==> config.mk <==
export PLATFORM = sky130hd
export DESIGN_NAME = alu_serial_seq_flat
export DESIGN_NICKNAME = d
export VERILOG_FILES = /design/src/rtl/alu_serial_seq_pkg.sv /design/src/rtl/alu_serial_seq_if.sv /design/src/rtl/alu_serial_seq_shreg.sv /design/src/rtl/alu_serial_seq.sv /design/src/flat_wrapper.sv
export SDC_FILE = /design/constraint.sdc
export NUM_CORES = 1
export LEC_CHECK = 0
export ABC_AREA = 1
export CAP_MARGIN = 0
export CORE_MARGIN = 1.5
export CORE_UTILIZATION = 40
export DETAILED_ROUTE_END_ITERATION = 12
export PLACE_DENSITY = 0.69
export RECOVER_POWER = 25
export SLEW_MARGIN = 20
export SYNTH_ARGS = -nofsm -noshare
export SYNTH_HDL_FRONTEND = slang
export SYNTH_SLANG_ARGS = --single-unit
==> constraint.sdc <==
create_clock -name clk -period 1.6 [get_ports clk]
set_input_delay 0.48 -clock clk [delete_from_list [all_inputs] [get_ports clk]]
set_output_delay 0.48 -clock clk [all_outputs]
set_load 0.02 [all_outputs]
==> src/rtl/alu_serial_seq_pkg.sv <==
// Shared types and helpers for the bit-serial ALU sequencer.
// Provides the ALU control codes, the sequencer state type and the default width.
package alu_pkg;

  localparam int ALU_WIDTH = 32;

  typedef enum logic [2:0] {
    OP_AND = 3'b000,
    OP_OR  = 3'b001,
    OP_ADD = 3'b010,
    OP_XOR = 3'b011,
    OP_NOR = 3'b100,
    OP_SUB = 3'b110,
    OP_SLT = 3'b111
  } alu_op_t;

  typedef enum logic [1:0] {
    S_IDLE,
    S_RUN,
    S_SLT_PASS,
    S_DONE
  } alu_seq_state_t;

  function automatic logic op_is_sub(input logic [2:0] ctl);
    return (ctl == OP_SUB) || (ctl == OP_SLT);
  endfunction

  function automatic logic op_is_arith(input logic [2:0] ctl);
    return (ctl == OP_ADD) || (ctl == OP_SUB);
  endfunction

  function automatic logic op_is_valid(input logic [2:0] ctl);
    return ctl != 3'b101;
  endfunction

  // SLT runs the subtract first; the slice only sees op 111 in the second pass.
  function automatic logic [2:0] slice_op_map(input logic [2:0] ctl);
    return (ctl == OP_SLT) ? OP_SUB : ctl;
  endfunction

endpackage

==> src/rtl/alu_serial_seq_if.sv <==
// Request/result bus between the datapath and the serial ALU sequencer.
interface alu_serial_seq_if #(parameter int WIDTH = 32);
  logic             start;
  logic [WIDTH-1:0] a;
  logic [WIDTH-1:0] b;
  logic [2:0]       alu_ctl;
  logic             busy;
  logic             done;
  logic [WIDTH-1:0] result;
  logic             zero;
  logic             overflow;
  logic             carry_out;

  modport master (
    output start, a, b, alu_ctl,
    input  busy, done, result, zero, overflow, carry_out
  );

  modport slave (
    input  start, a, b, alu_ctl,
    output busy, done, result, zero, overflow, carry_out
  );
endinterface

==> src/rtl/alu_serial_seq_shreg.sv <==
// Operand rotate-out and result shift-in registers with bit counter.
// Operands rotate so a second pass over the same bits needs no reload.
module alu_serial_shreg
  import alu_pkg::*;
#(
  parameter int WIDTH = ALU_WIDTH
) (
  input  logic             clk,
  input  logic             reset,
  input  logic             load,
  input  logic             shift,
  input  logic [WIDTH-1:0] a_in,
  input  logic [WIDTH-1:0] b_in,
  input  logic             y_in,
  output logic             a_nxt,
  output logic             b_nxt,
  output logic [WIDTH-1:0] res_nxt,
  output logic             last
);

  localparam int CNT_W = $clog2(WIDTH);

  logic [WIDTH-1:0] a_q, b_q, res_q;
  logic [CNT_W-1:0] cnt_q;

  assign a_nxt   = a_q[1];
  assign b_nxt   = b_q[1];
  assign res_nxt = {y_in, res_q[WIDTH-1:1]};
  assign last    = (cnt_q == CNT_W'(WIDTH - 1));

  always_ff @(posedge clk) begin
    if (reset) begin
      a_q   <= '0;
      b_q   <= '0;
      res_q <= '0;
      cnt_q <= '0;
    end else if (load) begin
      a_q   <= a_in;
      b_q   <= b_in;
      res_q <= '0;
      cnt_q <= '0;
    end else if (shift) begin
      a_q   <= {a_q[0], a_q[WIDTH-1:1]};
      b_q   <= {b_q[0], b_q[WIDTH-1:1]};
      res_q <= res_nxt;
      cnt_q <= last ? '0 : cnt_q + CNT_W'(1);
    end
  end

endmodule

==> src/rtl/alu_serial_seq.sv <==
// Bit-serial MIPS32 ALU sequencer driving one external 1-bit ALU slice.
// Build option: define ALU_SEQ_SLT_FAST_EN to finish SLT without the second pass.
//
//   state      | meaning
//   S_IDLE     | waiting for start; latches operands and control
//   S_RUN      | one operand bit per cycle through the slice, LSB first
//   S_SLT_PASS | SLT second pass, slice op 111 with less = set on bit 0
//   S_DONE     | one-cycle done pulse, result fields valid
module alu_serial_seq
  import alu_pkg::*;
#(
  parameter int WIDTH = ALU_WIDTH
) (
  input  logic                   clk,
  input  logic                   reset,
  alu_serial_seq_if.slave        bus,
  output logic                   slice_a,
  output logic                   slice_b,
  output logic                   slice_cin,
  output logic                   slice_less,
  output logic                   slice_add_sub,
  output logic [2:0]             slice_op,
  input  logic                   slice_y,
  input  logic                   slice_cout,
  input  logic                   slice_sum
);

  alu_seq_state_t   state;
  logic [2:0]       ctl_q;
  logic             load, shift, a_nxt, b_nxt, last, y_in;
  logic             ovf_w, set_w;
  logic [WIDTH-1:0] res_nxt;
`ifndef ALU_SEQ_SLT_FAST_EN
  logic             ovf_q;
`endif

  assign load  = (state == S_IDLE) && bus.start;
  assign shift = (state == S_RUN) || (state == S_SLT_PASS);
  assign y_in  = slice_y & op_is_valid(ctl_q);
  // slice_cin still holds the carry into the MSB during the last RUN cycle.
  assign ovf_w = slice_cin ^ slice_cout;
  assign set_w = slice_sum ^ ovf_w;

  alu_serial_shreg #(.WIDTH(WIDTH)) u_shreg (
    .clk     (clk),
    .reset   (reset),
    .load    (load),
    .shift   (shift),
    .a_in    (bus.a),
    .b_in    (bus.b),
    .y_in    (y_in),
    .a_nxt   (a_nxt),
    .b_nxt   (b_nxt),
    .res_nxt (res_nxt),
    .last    (last)
  );

  always_ff @(posedge clk) begin
    if (reset) begin
      state         <= S_IDLE;
      ctl_q         <= '0;
      bus.busy      <= 1'b0;
      bus.done      <= 1'b0;
      bus.result    <= '0;
      bus.zero      <= 1'b0;
      bus.overflow  <= 1'b0;
      bus.carry_out <= 1'b0;
      slice_a       <= 1'b0;
      slice_b       <= 1'b0;
      slice_cin     <= 1'b0;
      slice_less    <= 1'b0;
      slice_add_sub <= 1'b0;
      slice_op      <= '0;
`ifndef ALU_SEQ_SLT_FAST_EN
      ovf_q         <= 1'b0;
`endif
    end else begin
      case (state)
        S_IDLE: begin
          if (bus.start) begin
            state         <= S_RUN;
            ctl_q         <= bus.alu_ctl;
            bus.busy      <= 1'b1;
            slice_a       <= bus.a[0];
            slice_b       <= bus.b[0];
            slice_add_sub <= op_is_sub(bus.alu_ctl);
            slice_cin     <= op_is_sub(bus.alu_ctl);
            slice_op      <= slice_op_map(bus.alu_ctl);
            slice_less    <= 1'b0;
          end
        end
        S_RUN: begin
          slice_a   <= a_nxt;
          slice_b   <= b_nxt;
          slice_cin <= slice_cout;
          if (last) begin
            if (ctl_q == OP_SLT) begin
`ifdef ALU_SEQ_SLT_FAST_EN
              state         <= S_DONE;
              bus.done      <= 1'b1;
              bus.result    <= {{(WIDTH-1){1'b0}}, set_w};
              bus.zero      <= ~set_w;
              bus.overflow  <= ovf_w;
              bus.carry_out <= 1'b0;
`else
              state      <= S_SLT_PASS;
              ovf_q      <= ovf_w;
              slice_op   <= OP_SLT;
              slice_less <= set_w;
              slice_cin  <= slice_add_sub;
`endif
            end else begin
              state         <= S_DONE;
              bus.done      <= 1'b1;
              bus.result    <= res_nxt;
              bus.zero      <= (res_nxt == '0);
              bus.overflow  <= op_is_arith(ctl_q) & ovf_w;
              bus.carry_out <= op_is_arith(ctl_q) & slice_cout;
            end
          end
        end
        S_SLT_PASS: begin
          slice_a    <= a_nxt;
          slice_b    <= b_nxt;
          slice_cin  <= slice_cout;
          slice_less <= 1'b0;
`ifndef ALU_SEQ_SLT_FAST_EN
          if (last) begin
            state         <= S_DONE;
            bus.done      <= 1'b1;
            bus.result    <= res_nxt;
            bus.zero      <= (res_nxt == '0);
            bus.overflow  <= ovf_q;
            bus.carry_out <= 1'b0;
          end
`else
          state <= S_IDLE;
`endif
        end
        S_DONE: begin
          state         <= S_IDLE;
          bus.done      <= 1'b0;
          bus.busy      <= 1'b0;
          slice_a       <= 1'b0;
          slice_b       <= 1'b0;
          slice_cin     <= 1'b0;
          slice_less    <= 1'b0;
          slice_add_sub <= 1'b0;
          slice_op      <= '0;
        end
        default: state <= S_IDLE;
      endcase
    end
  end

endmodule

==> src/flat_wrapper.sv <==
// flat-port wrapper written by rule: the top's interface ports become plain ports
module alu_serial_seq_flat import alu_pkg::*;
#(
  parameter int WIDTH = ALU_WIDTH
)
  (clk, reset, slice_a, slice_b, slice_cin, slice_less, slice_add_sub, slice_op, slice_y, slice_cout, slice_sum, bus_start, bus_a, bus_b, bus_alu_ctl, bus_busy, bus_done, bus_result, bus_zero, bus_overflow, bus_carry_out);
  alu_serial_seq_if #(.WIDTH(WIDTH)) bus_i ();
  input  logic clk;
  input  logic reset;
  output logic slice_a;
  output logic slice_b;
  output logic slice_cin;
  output logic slice_less;
  output logic slice_add_sub;
  output logic [2:0] slice_op;
  input  logic slice_y;
  input  logic slice_cout;
  input  logic slice_sum;
  input wire logic [$bits(bus_i.start)-1:0] bus_start;
  input wire logic [$bits(bus_i.a)-1:0] bus_a;
  input wire logic [$bits(bus_i.b)-1:0] bus_b;
  input wire logic [$bits(bus_i.alu_ctl)-1:0] bus_alu_ctl;
  output wire logic [$bits(bus_i.busy)-1:0] bus_busy;
  output wire logic [$bits(bus_i.done)-1:0] bus_done;
  output wire logic [$bits(bus_i.result)-1:0] bus_result;
  output wire logic [$bits(bus_i.zero)-1:0] bus_zero;
  output wire logic [$bits(bus_i.overflow)-1:0] bus_overflow;
  output wire logic [$bits(bus_i.carry_out)-1:0] bus_carry_out;
  assign bus_i.start = bus_start;
  assign bus_i.a = bus_a;
  assign bus_i.b = bus_b;
  assign bus_i.alu_ctl = bus_alu_ctl;
  assign bus_busy = bus_i.busy;
  assign bus_done = bus_i.done;
  assign bus_result = bus_i.result;
  assign bus_zero = bus_i.zero;
  assign bus_overflow = bus_i.overflow;
  assign bus_carry_out = bus_i.carry_out;
  alu_serial_seq #(.WIDTH(WIDTH)) u_core (.clk(clk), .reset(reset), .bus(bus_i), .slice_a(slice_a), .slice_b(slice_b), .slice_cin(slice_cin), .slice_less(slice_less), .slice_add_sub(slice_add_sub), .slice_op(slice_op), .slice_y(slice_y), .slice_cout(slice_cout), .slice_sum(slice_sum));
endmodule
# == Yosys cells after proc, flatten, opt, wreduce, memory -nomap -nowiden ==
# Cells that the tools add are included.
# op_classes
add_sub_neg,1
n_eq_ne,15
muxes,50
bitwise_logic,5
reduce_logical,22
# ops
op,n
2-to-1 mux 32 bit,7
one-hot mux 32 bit (2 select lines),1
zero test 32 bit,1
2-to-1 mux 1 bit,22
"== test 3 bit, second input constant",4
2-to-1 mux 3 bit,4
one-hot mux 1 bit (3 select lines),4
AND reduction 4 bit,3
"!= test 2 bit, second input constant",5
one-hot mux 1 bit (2 select lines),5
one-hot mux 3 bit (3 select lines),1
AND reduction 3 bit,3
one-hot mux 2 bit (4 select lines),1
2-to-1 mux 2 bit,3
nonzero test 2 bit,3
nonzero test 3 bit,2
OR reduction 2 bit,3
"adder 5 x 1 -> 5 bit, second input constant",1
"== test 5 bit, second input constant",1
2-to-1 mux 5 bit,1
"== test 2 bit, second input constant",2
one-hot mux 1 bit (4 select lines),1
AND reduction 2 bit,2
AND 1 bit,3
7 further kinds,10
# word_totals
register_bits,152
in_bits,73
output_inout_bits,45
wordCells,112

# == Depth between registers and ports, before layout ==
# Gate-level depths: netlist of the first run.
# depth
word_depth,6
ltp_mapped,11
depth_no_buf,11

# == Hierarchy ==
# From an unflattened synthesis of the first run, not the netlist that was laid out.
# unflattened
hier_cells,1024
area_unflattened_um2,6820.3
# modules_own_cells
mod,n_inst,cells_each,area_each_um2,seq_area_each_um2
alu_serial_shreg,1,716,4526.8,2001.9
alu_serial_seq,1,308,2293.4,1021.0

# == Worst setup path after synthesis of the first run ==
# No wires, ideal clock.
# synth_path
kind,flip-flop to flip-flop
startpoint,register u_core.state[0]
endpoint,register u_core.u_shreg.a_q[2]
setup_ns,0.074
arrival_ns,1.506
required_ns,1.526
path_slack_ns,0.020
stages_incl_launch_ff,8
n_path_buf,3
synth_period_minus_slack_ns,1.580
cell_sequence,dfxtp_1 > inv_1 > ha_1 > buf_2 > buf_2 > buf_2 > nand3_1 > a31oi_1
# synth_between
elab_chain_cells,3
elab_cells_between_ends,7
cone_classes,eq/ne: 2; mux: 1; reduce/logical: 4
# synth_rtl
element,line_no,source
start: declaration,alu_serial_seq.sv:28,alu_seq_state_t state;
start signal: assignment,alu_serial_seq.sv:60,state <= S_IDLE;
start signal: assignment,alu_serial_seq.sv:81,state <= S_RUN;
start signal: assignment,alu_serial_seq.sv:106,state <= S_SLT_PASS;
== test 2 x 1 -> 1 bit (tied with other cells),alu_serial_seq.sv:38,assign shift = (state == S_RUN) || (state == S_SLT_PASS);
logical OR 1 bit / logical AND 1 bit (equally long branches),"alu_serial_seq.sv:38, alu_serial_seq.sv:37",
nonzero test 2 bit (no line) / 2-to-1 mux 32 bit (equally long branches),--,
end signal: assignment,alu_serial_seq_shreg.sv:38,a_q <= a_in;
end signal: assignment,alu_serial_seq_shreg.sv:43,"a_q <= {a_q[0], a_q[WIDTH-1:1]};"
end: declaration,alu_serial_seq_shreg.sv:23,"logic [WIDTH-1:0] a_q, b_q, res_q;"
# Several ways; a longest one is shown, not always the timed one.
# A chain may end at the register's enable or synchronous reset.

# == Worst setup path after layout of the first run ==
# layout_path
startpoint,register u_core.u_shreg.cnt_q[1]
endpoint,register u_core.bus.result[27]
# layout_between
elab_chain_cells,3
elab_cells_between_ends,4
cone_classes,eq/ne: 3; reduce/logical: 1
# layout_rtl
element,line_no,source
start: declaration,alu_serial_seq_shreg.sv:24,logic [CNT_W-1:0] cnt_q;
start signal: assignment,alu_serial_seq_shreg.sv:46,cnt_q <= last ? '0 : cnt_q + CNT_W'(1);
== test 5 bit *,alu_serial_seq_shreg.sv:29,assign last = (cnt_q == CNT_W'(WIDTH - 1));
!= test 2 bit (no line),--,
AND reduction 4 bit (no line) *,--,
end signal: assignment,alu_serial_seq.sv:115,bus.result <= res_nxt;
end signal: assignment,alu_serial_seq.sv:131,bus.result <= res_nxt;
end: declaration,alu_serial_seq_if.sv:21,"output busy, done, result, zero, overflow, carry_out"
# Mark *: on every way between the ends. The rest lies on a longest branch, timed or not.

==> flow_summary.toml, run 1 <==
[placement]
place_hpwl_um = 10100
port_buffers = 117
place_inst = 1120
place_congestion = 0.823
placed_area_um2 = 7790
dpl_worst_slack_ps = -256

[detailed_routing]
drt.antenna.violating_nets = 0
remaining_drc_errors = 0
vias_per_cell = 5.06
wl_per_cell_um = 13.7
drtIter0Drc = 499
wirelength_um = 15900
vias = 5892
drt-pass1-iter-count = 5

[clock_network]
cts.sinks = 151
tritoncts = "done"
cts_root_buf = "clkbuf_16"
clkLatencyLatePin_ps = 420
holdBufCountCts = 0
clk_path_buf_depth = 2
cts_made_buffers = 17
htreeDepth = 4
clkTransAtPathRegs_ps = 60

[pwr]
power_leakage_uw = 0.00332
p_per_area_nw_per_um2 = 1520
vdd_drop_max_v = 0.00112

[logic_synthesis]
synth_top_family_by_area = "simple AND/OR/NAND/NOR gates"
synth-adder-area-share_pct = 1.63
ys_seq_area_share_pct = 49.2
yosys-top-cells-area = "dfxtp_1 49%, nand2_1 14%, a31oi_1 6.3%, nand3_1 5.8%, a21oi_1 5.2%"
syn-num-nets = 901
synth.most_common_cell = "nand2_1"
netlist.area_leader.share_pct = 49.2
synth-simple-area-share_pct = 25.8
yosys_warnings = 0
synth-edff-count = 0
yosys.area.top_type = "dfxtp_1"
syn_inst = 820
ys_types = 28
ys_top_cells_by_count = "221 x nand2_1, 151 x dfxtp_1, 83 x nor2_1"
netlist_area_um2 = 6140
synthMuxAreaShare_pct = 0
synth_compound_area_share_pct = 16.3
synth-xor-area-share_pct = 0.285
ys_ff_latch = 151
syn_avg_cell_area_um2 = 7.49
ys_async_sr_fraction_pct = 0
synth_top_flop_cell = "dfxtp_1"

[global_route]
grt_usage_pct = 19.4
grt_pass1_vias = 5374
grt_pass1_wl_um = 25400
grt_antenna_before_repair = 1
grt_overflow = 0
grt_max_degree = 58

[critical_path]
path_cells = "ha_4, nand2_2, nor2_2, ha_2, inv_4, nor2_4, nand2_4, clkinv_8, buf_12, clkbuf_16, nor2_2, nor2_1"
reg2reg_to = "u_core.bus.result[27]"
crit_family = "buffers and inverters"
slowest_stage = "dfxtp_2"
path_max_fanout = 7
reg2reg_slack_ps = -80
crit_path_start = "u_core.u_shreg.cnt_q[1]"
crit_end = "u_core.bus.result[27]"
cp-start-kind = "flop"
slowest_delay_ps = 330
cp.arrival_ps = 1990
worst-path-stages = 12
worst_path_most_repeated_cell = "nor2_2"
r2r-start = "u_core.u_shreg.cnt_q[1]"
r2r_cells = 12
endpoint_kind = "flop"
cp_data_required_time_ps = 1910
crit_type = "flop to flop"
crit_buf_inv = 4

[timing]
skew_ps = 6.58
finalSetupViolCount = 11
worst_slew_pin_slew_ps = 366
hold_viol_final = 0
holdWs_ps = 463
period_needed_ps = 1680
setup_ws_ps = -82.0
fmax_ghz = 0.595
slew_viol_final = 0
rsz0062_at_grt = "yes"
max-slew-margin-rel_pct = 75.6
min_period_over_period_pct = 105

[floorplan]
die_h_um = 127
die-area_um2 = 16100
io_pins = 118
die_w_um = 127
core_um2 = 15100
num_rows = 45
start_util_pct = 40.7

[worst_hold_path]
min_path_type = "flop to flop"
hold_depth = 2

[run_status]
outcome = "complete, but fails checks"
violations = "negative setup slack"

[final_layout]
drive_gt1_share_pct = 16.8
nNetsFinal = 1045
finalInstanceArea_um2 = 8750
stdcell_count = 1164
fillers = 1398
syn_to_final_growth_pct = 42.5
n_antenna_cell = 0

[flow_run]
max_cap_viol_count = 0
-- worst min-delay path by stage --
stage,startpoint,to,slack [ps]
2_1_floorplan,u_core.u_shreg.a_q[0],u_core.u_shreg.a_q[31],440
3_3_place_gp,u_core.bus.done,u_core.bus.done,450
3_5_place_dp,u_core.bus.done,u_core.bus.done,450
4_1_cts,u_core.bus.done,u_core.bus.done,470
5_1_grt,u_core.u_shreg.a_q[25],u_core.u_shreg.a_q[25],490
6_report,u_core.bus.done,u_core.bus.done,460
-- cell type report --
type / instances / area (um^2) / share of cell area, %
well taps: 188 / 235 / 2.69
inverters: 30 / 130 / 1.49
flip-flops and latches: 151 / 3030 / 34.6
multi-input cells: 582 / 2910 / 33.2
clock buffers: 21 / 470 / 5.38
clock inverters: 10 / 144 / 1.64
repair buffers: 182 / 1840 / 21.0
-- registers in the layout (all words and copies together), names as in the netlist, 2 cells and up --
register / cells
u_core.u_shreg.b_q: 32
u_core.state: 2
u_core.ctl_q: 3
u_core.u_shreg.res_q: 31
u_core.u_shreg.a_q: 32
u_core.u_shreg.cnt_q: 5
u_core.bus.result: 32
u_core.slice_op: 3
-- what timing repair did --
item                                    CTS  global route
setup buffers                             1             5
gates resized for setup                  79           107
endpoints found under the setup margin   86           131
cloned                                    1             6
pin swaps                                 2            20
-- cells by family after synthesis --
| group | count (synthesis) |
|---|---|
| AOI/OAI and AO/OA | 183 |
| and+or+nand+nor | 389 |
| adders and majority gates | 8 |
| xor gates and xnor gates | 2 |
| DFF | 151 |
| buffers and inverters | 87 |
-- worst reg2reg max path: stages, from the launching register on --
cell	delay, ps
dfxtp_2	330
ha_4	160
nand2_2	60
nor2_2	40
ha_2	190
inv_4	80
nor2_4	40
nand2_4	130
clkinv_8	120
buf_12	150
clkbuf_16	150
nor2_2	90
nor2_1	40
-- routing by layer --
layer  vias to the layer above  track usage [%]  wire (um)
li1                       3037                -          -
met2                       127             31.4       7740
met1                      2707             25.5       7400
met3                        19             4.85        625
met4                         2             6.22        179
met5                         -                0          7
-- per-stage QoR --
step / setup TNS [ps] / utilization (%) / total power (uW)
detailed placement: -25580 / 51.6 / 8850
floorplan: 0 / - / 7220
CTS: -363 / 55.8 / 13000
global route: -3160 / 58.0 / 14100
finish: -336 / 58.0 / 13300
global placement: -22530 / 51.6 / 8830
-- power breakdown --
part | internal, uW | switching, uW | total (uW)
Sequential | 4340 | 342 | 4680
Combinational | 1870 | 2630 | 4500
Clock | 2580 | 1570 | 4140
Total | 8790 | 4540 | 13300
-- placed cells by master, fill, tap and decap left out, types with 2 or more instances in the layout --
cell             netlist  final
clkinvlp_4             0      3
buf_2                 30      2
bufinv_16              0      3
buf_6                  3      6
nand2_2                2      2
nand4_1                4      4
clkbuf_8               0      3
ha_2                   0      2
a31oi_1               62     62
dfxtp_1              151    147
nor2_4                 0      9
buf_4                  4     41
o21ai_2                1     10
ha_1                   8      3
nand3_2                1      2
inv_6                  0      2
nor2_1                83     64
dlygate4sd2_1          0     13
dfxtp_2                0      4
clkdlybuf4s50_1        0     71
o21ai_0               50     23
clkbuf_16              0     22
a21oi_2                1      4
nor2_2                 3     13
nor3_1                 4      4
inv_4                  1      2
buf_12                 0     11
nand3_1               71     70
ha_4                   0      3
inv_2                  1      3
clkbuf_2               0     11
o21ai_1                4     21
nand2_1              221    220
a21oi_1               64     61
clkdlybuf4s15_1        0     21
inv_1                 28     24
(Power assumes the default switching activity.)
==> run 2: changes to the inputs <==
- SETUP_SLACK_MARGIN: default -> 0.2
==> run 2 against run 1 <==
The run still ends with negative setup slack left. Fmax down 1.5%. Die area stayed put. Clock skew is 2.5 ps higher. Global-route usage grew 5.1 points. Critical path depth shrank 1. Critical endpoint is now u_core.bus.result[17]. Largest cell class is now multi-input gates. Largest power group is now combinational cells.
==> flow_summary.toml, run 2 (synthesis gave the netlist of run 1 again) <==
[run_status]
outcome = "complete, but fails checks"
violations = "negative setup slack"

[critical_path]
cp.arrival_ps = 2060
endpoint_kind = "flop"
crit_buf_inv = 3
cp_data_required_time_ps = 1950
path_max_fanout = 8
path_cells = "ha_4, nand2_2, nor2_2, ha_2, inv_4, nor2_4, nand2_8, clkinv_8, buf_12, o21ai_2, a21oi_1"
crit_family = "simple AND/OR/NAND/NOR gates"
slowest_stage = "dfxtp_4"
crit_type = "flop to flop"
slowest_delay_ps = 360
cp-start-kind = "flop"

[global_route]
grt_overflow = 0
grt_max_degree = 62
grt_pass1_wl_um = 31400
grt_pass1_vias = 6229
grt_usage_pct = 24.5
grt_antenna_before_repair = 0

[clock_network]
clkLatencyLatePin_ps = 430
cts_made_buffers = 17
cts_root_buf = "clkbuf_16"
htreeDepth = 4
cts.sinks = 151
clk_path_buf_depth = 2
clkTransAtPathRegs_ps = 70
tritoncts = "done"

[timing]
slew_viol_final = 0
setup_ws_ps = -108
setup-tns-final_ps = -2190
min_period_over_period_pct = 107
rsz0062_at_grt = "yes"
hold_viol_final = 0
worst_slew_pin_slew_ps = 360
max-slew-margin-rel_pct = 76.0
fmax_ghz = 0.586
holdWs_ps = 412
period_needed_ps = 1710
finalSetupViolCount = 49
skew_ps = 9.10

[flow_run]
max_cap_viol_count = 0

[detailed_routing]
remaining_drc_errors = 0
drtIter0Drc = 581
drt.antenna.violating_nets = 0
drt-pass1-iter-count = 6
wl_per_cell_um = 19.9
wirelength_um = 24300
vias_per_cell = 5.80
vias = 7102

[floorplan]
num_rows = 45
die-area_um2 = 16100
core_um2 = 15100
start_util_pct = 40.7
die_w_um = 127
die_h_um = 127
io_pins = 118

[final_layout]
drive_gt1_share_pct = 41.1
fin_util_pct = 71.7
fillers = 1010
reg.largest.list = "u_core.bus.result: 32 flops, u_core.u_shreg.a_q: 32 flops, u_core.u_shreg.b_q: 32 flops"
layout_common_cells = "170 x nand2_1, 116 x dfxtp_1, 70 x clkdlybuf4s50_1, 67 x nor2_1, 63 x buf_4"
syn_to_final_growth_pct = 76.1
multi_input_area_um2 = 3660
layout_commonest_cell = "nand2_1"
nNetsFinal = 1104
seqCellArea_um2 = 3080

[placement]
place_congestion = 0.802
port_buffers = 117
place_hpwl_um = 9950

[pwr]
p_per_area_nw_per_um2 = 1720
vdd_drop_max_v = 0.000913
power_leakage_uw = 0.00413

[worst_hold_path]
min_path_type = "input pin to flop"
[run 2: changes by cell type in the layout (fill, tap and decap cells not counted), moves of 27 or more]
cell     previous run  this run
dfxtp_1           147       116
a21oi_2             4        31
nand2_1           220       170
dfxtp_2             4        31
buf_6               6        43
nand2_2             2        32
nand3_2             2        31
a21oi_1            61        31
nand3_1            70        38
[run 2: worst reg2reg max path, stage by stage (launching register included)]
cell and delay [ps]:
dfxtp_4 360, ha_4 130, nand2_2 40, nor2_2 110
ha_2 200, inv_4 50, nor2_4 160, nand2_8 130
clkinv_8 120, buf_12 130, o21ai_2 50, a21oi_1 150
[run 2: power breakdown]
part / switching (uW) / internal (uW)
registers: 552 / 4360
logic: 4660 / 4750
clock network: 1700 / 2570
[run 2: metal layers]
layer	vias to the layer above	wire [um]	track usage, %	share of wire [%]
met1	3334	9190	29.7	38
met3	135	1820	5.10	7.5
met4	0	1360	9.09	5.6
met2	463	11900	42.9	49
li1	3170	-	-	-
met5	-	0	0	0
[run 2: worst paths after layout]
| kind | startpoint | endpoint | slack (ps) | depth (start not counted) |
|---|---|---|---|---|
| min | reset | u_core.slice_add_sub | 410 | 2 |
| max | u_core.u_shreg.cnt_q[1] | u_core.bus.result[17] | -110 | 11 |
| max reg2reg | u_core.u_shreg.cnt_q[1] | u_core.bus.result[17] | -110 | 11 |
| min reg2reg | u_core.bus.result[1] | u_core.bus.result[1] | 460 | 2 |
[run 2: layout make-up]
class,count,area share [%]
timing repair inverter,1,0.150
inverter,30,1.46
clock inverter,11,1.37
antenna,1,0.0231
sequential,151,28.5
tap,188,2.18
clock buffer,20,4.32
multi-input combinational,582,33.8
timing repair buffer,240,28.2
[run 2: per-stage QoR]
stage,total power (uW),worst slack (ps),instance area [um^2],cells
global placement,8810,-234,7760,1112
detailed placement,8840,-289,7760,1112
floorplan,7410,112,6240,820
global route,19100,-187,10800,1223
finish,18600,-108,10800,1224
CTS,16400,-39.2,9670,1203
[run 2: repair_timing]
item,CTS,global route
endpoints found under the hold margin,0,0
setup endpoints to repair,191,184
setup buffers,37,11
hold buffers,0,0
gates cloned,23,9
resized for setup,383,235
pin swaps,33,40
==> run 3: changes to the inputs <==
- ABC_AREA: 1 -> default
==> run 3 against run 2 <==
The flow still finishes with violations (negative setup slack). Worst hold slack gained 40 ps. Synthesized area grew 1.2%. Total power grew 5.9%. Critical path type unchanged. Critical endpoint is now u_core.slice_less. Largest cell class unchanged. Largest power group unchanged.
==> flow_summary.toml, run 3 <==
[run_status]
outcome = "complete, but fails checks"
violations = "negative setup slack"

[clock_network]
tritoncts = "done"
holdBufCountCts = 0
htreeDepth = 4
clk_path_buf_depth = 2
cts_made_buffers = 17
cts.sinks = 151
cts_root_buf = "clkbuf_16"
clkTransAtPathRegs_ps = 60
clkLatencyLatePin_ps = 420

[critical_path]
cp_data_required_time_ps = 1890
endpoint_kind = "flop"
cp.arrival_ps = 2070
path_max_fanout = 4
crit_type = "flop to flop"
cp-start-kind = "flop"

[floorplan]
num_rows = 45
start_util_pct = 40.9
die_w_um = 128
core_um2 = 15200
io_pins = 118
die_h_um = 128
die-area_um2 = 16300

[detailed_routing]
drt-pass1-iter-count = 7
vias = 5686
wl_per_cell_um = 16.7
vias_per_cell = 5.41
drt.antenna.violating_nets = 0
drtIter0Drc = 260
wirelength_um = 17600
remaining_drc_errors = 0

[logic_synthesis]
ys_types = 39
netlist_area_um2 = 6210
ys_seq_area_share_pct = 48.7
synth.most_common_cell = "dfxtp_1"
yosys.area.top_type = "dfxtp_1"
ys_ff_latch = 151
yosys_warnings = 0
synth_top_flop_cell = "dfxtp_1"
synth-edff-count = 0
ys_async_sr_fraction_pct = 0
ys_top_cells_by_count = "151 x dfxtp_1, 115 x nor2_1, 95 x mux2i_1"
yosys-top-cells-area = "dfxtp_1 49%, mux2i_1 15%, a211oi_1 8.2%, nor2_1 6.9%, nand2_1 5.1%"
netlist.area_leader.share_pct = 48.7
syn-num-nets = 765
syn_inst = 684
syn_avg_cell_area_um2 = 9.08

[timing]
setup-tns-final_ps = -10410
fmax_ghz = 0.561
max-slew-margin-rel_pct = 68.2
period_needed_ps = 1780
worst_slew_pin_slew_ps = 476
rsz0062_at_grt = "yes"
skew_ps = 9.15
slew_viol_final = 0
hold_viol_final = 0
min_period_over_period_pct = 111
setup_ws_ps = -183
finalSetupViolCount = 135

[flow_run]
max_cap_viol_count = 0

[final_layout]
nNetsFinal = 931
n_antenna_cell = 0
fin_util_pct = 63.6
layout_commonest_cell = "nor2_1"
syn_to_final_growth_pct = 55.6
layout_common_cells = "112 x nor2_1, 108 x dfxtp_1, 81 x nand2_1, 78 x mux2i_1, 70 x clkdlybuf4s50_1"
drive_gt1_share_pct = 33.1
stdcell_count = 1051
reg.largest.list = "u_core.bus.result: 32 flops, u_core.u_shreg.a_q: 32 flops, u_core.u_shreg.b_q: 32 flops"

[pwr]
vdd_drop_max_v = 0.00100
p_per_area_nw_per_um2 = 2040
power_leakage_uw = 0.00368
finalPower_uw = 19700

[global_route]
grt_antenna_before_repair = 0
grt_pass1_wl_um = 26200
grt_usage_pct = 20.1
grt_max_degree = 41
grt_pass1_vias = 5470
grt_overflow = 0

[placement]
place_congestion = 0.815
place_hpwl_um = 9930
port_buffers = 117
place_inst = 978

[worst_hold_path]
min_path_type = "flop to flop"
run 3: changes by cell type after synthesis, moves of 41 or more:
cell	change
o21ai_0	-41
nand3_1	-68
a211oi_1	+68
a31oi_1	-61
mux2i_1	+95
nand2_1	-137
run 3: area by class of cell:
type	instances	area, um^2
fillers	1186	5530
multi-input cells	475	3410
flip-flops and latches	151	3080
repair buffers	202	2340
clock buffers	18	439
well taps	188	235
clock inverters	14	140
inverters	3	18.8
run 3: metal layers:
| layer | wire (um) | GRT usage, % |
|---|---|---|
| met5 | 0 | 0 |
| met4 | 310 | 6.21 |
| met3 | 1000 | 5.65 |
| met2 | 9090 | 35.3 |
| met1 | 7180 | 23.7 |
run 3: worst max-delay path, cell delays in order (launching register included):
cell,delay [ps]
dfxtp_2,360
ha_4,140
and3_4,190
ha_4,140
nand4_1,140
buf_4,200
buf_4,130
a21oi_1,160
o32a_1,150
nor2_1,40
run 3: stage by stage:
| step | setup slack [ps] | hold WS [ps] | instance area (um^2) |
|---|---|---|---|
| final | -183 | 451 | 9670 |
| after global routing | -258 | 478 | 9670 |
| after CTS | -130 | 453 | 9090 |
| after detailed placement | -280 | 446 | 7910 |
| after global placement | -197 | 441 | 7910 |
| after floorplan | -148 | 449 | 6470 |
run 3: worst paths after layout:
kind | start | to | slack, ps | cells past startpoint
worst max-delay path | u_core.u_shreg.cnt_q[0] | u_core.slice_less | -180 | 9
worst min-delay path | u_core.bus.result[0] | u_core.bus.result[0] | 450 | 2
worst min register to register | u_core.bus.result[0] | u_core.bus.result[0] | 450 | 2
worst max register to register | u_core.u_shreg.cnt_q[0] | u_core.slice_less | -180 | 9
run 3: cell families after synthesis:
| logic type | count (synthesis) | synth area share (%) |
|---|---|---|
| simple gates | 234 | 15.6 |
| flops | 151 | 48.7 |
| compound gates | 135 | 14.3 |
| mux | 96 | 15.5 |
| buf+inv | 58 | 4.07 |
| fa+ha+maj | 8 | 1.61 |
| xor+xnor | 2 | 0.282 |
run 3: repair_timing:
action | in CTS | in global routing
endpoints found under the setup margin | 186 | 178
pin swaps | 57 | 51
gates resized for setup | 299 | 106
setup buffers | 20 | 4
cloned | 9 | 8
run 3: where the power goes:
group          total (uW)  leakage (uW)  switching [uW]  internal, uW
registers            5200       0.00125             620          4580
clock network        3910      0.000285            1680          2220
logic               10600       0.00214            4430          6160
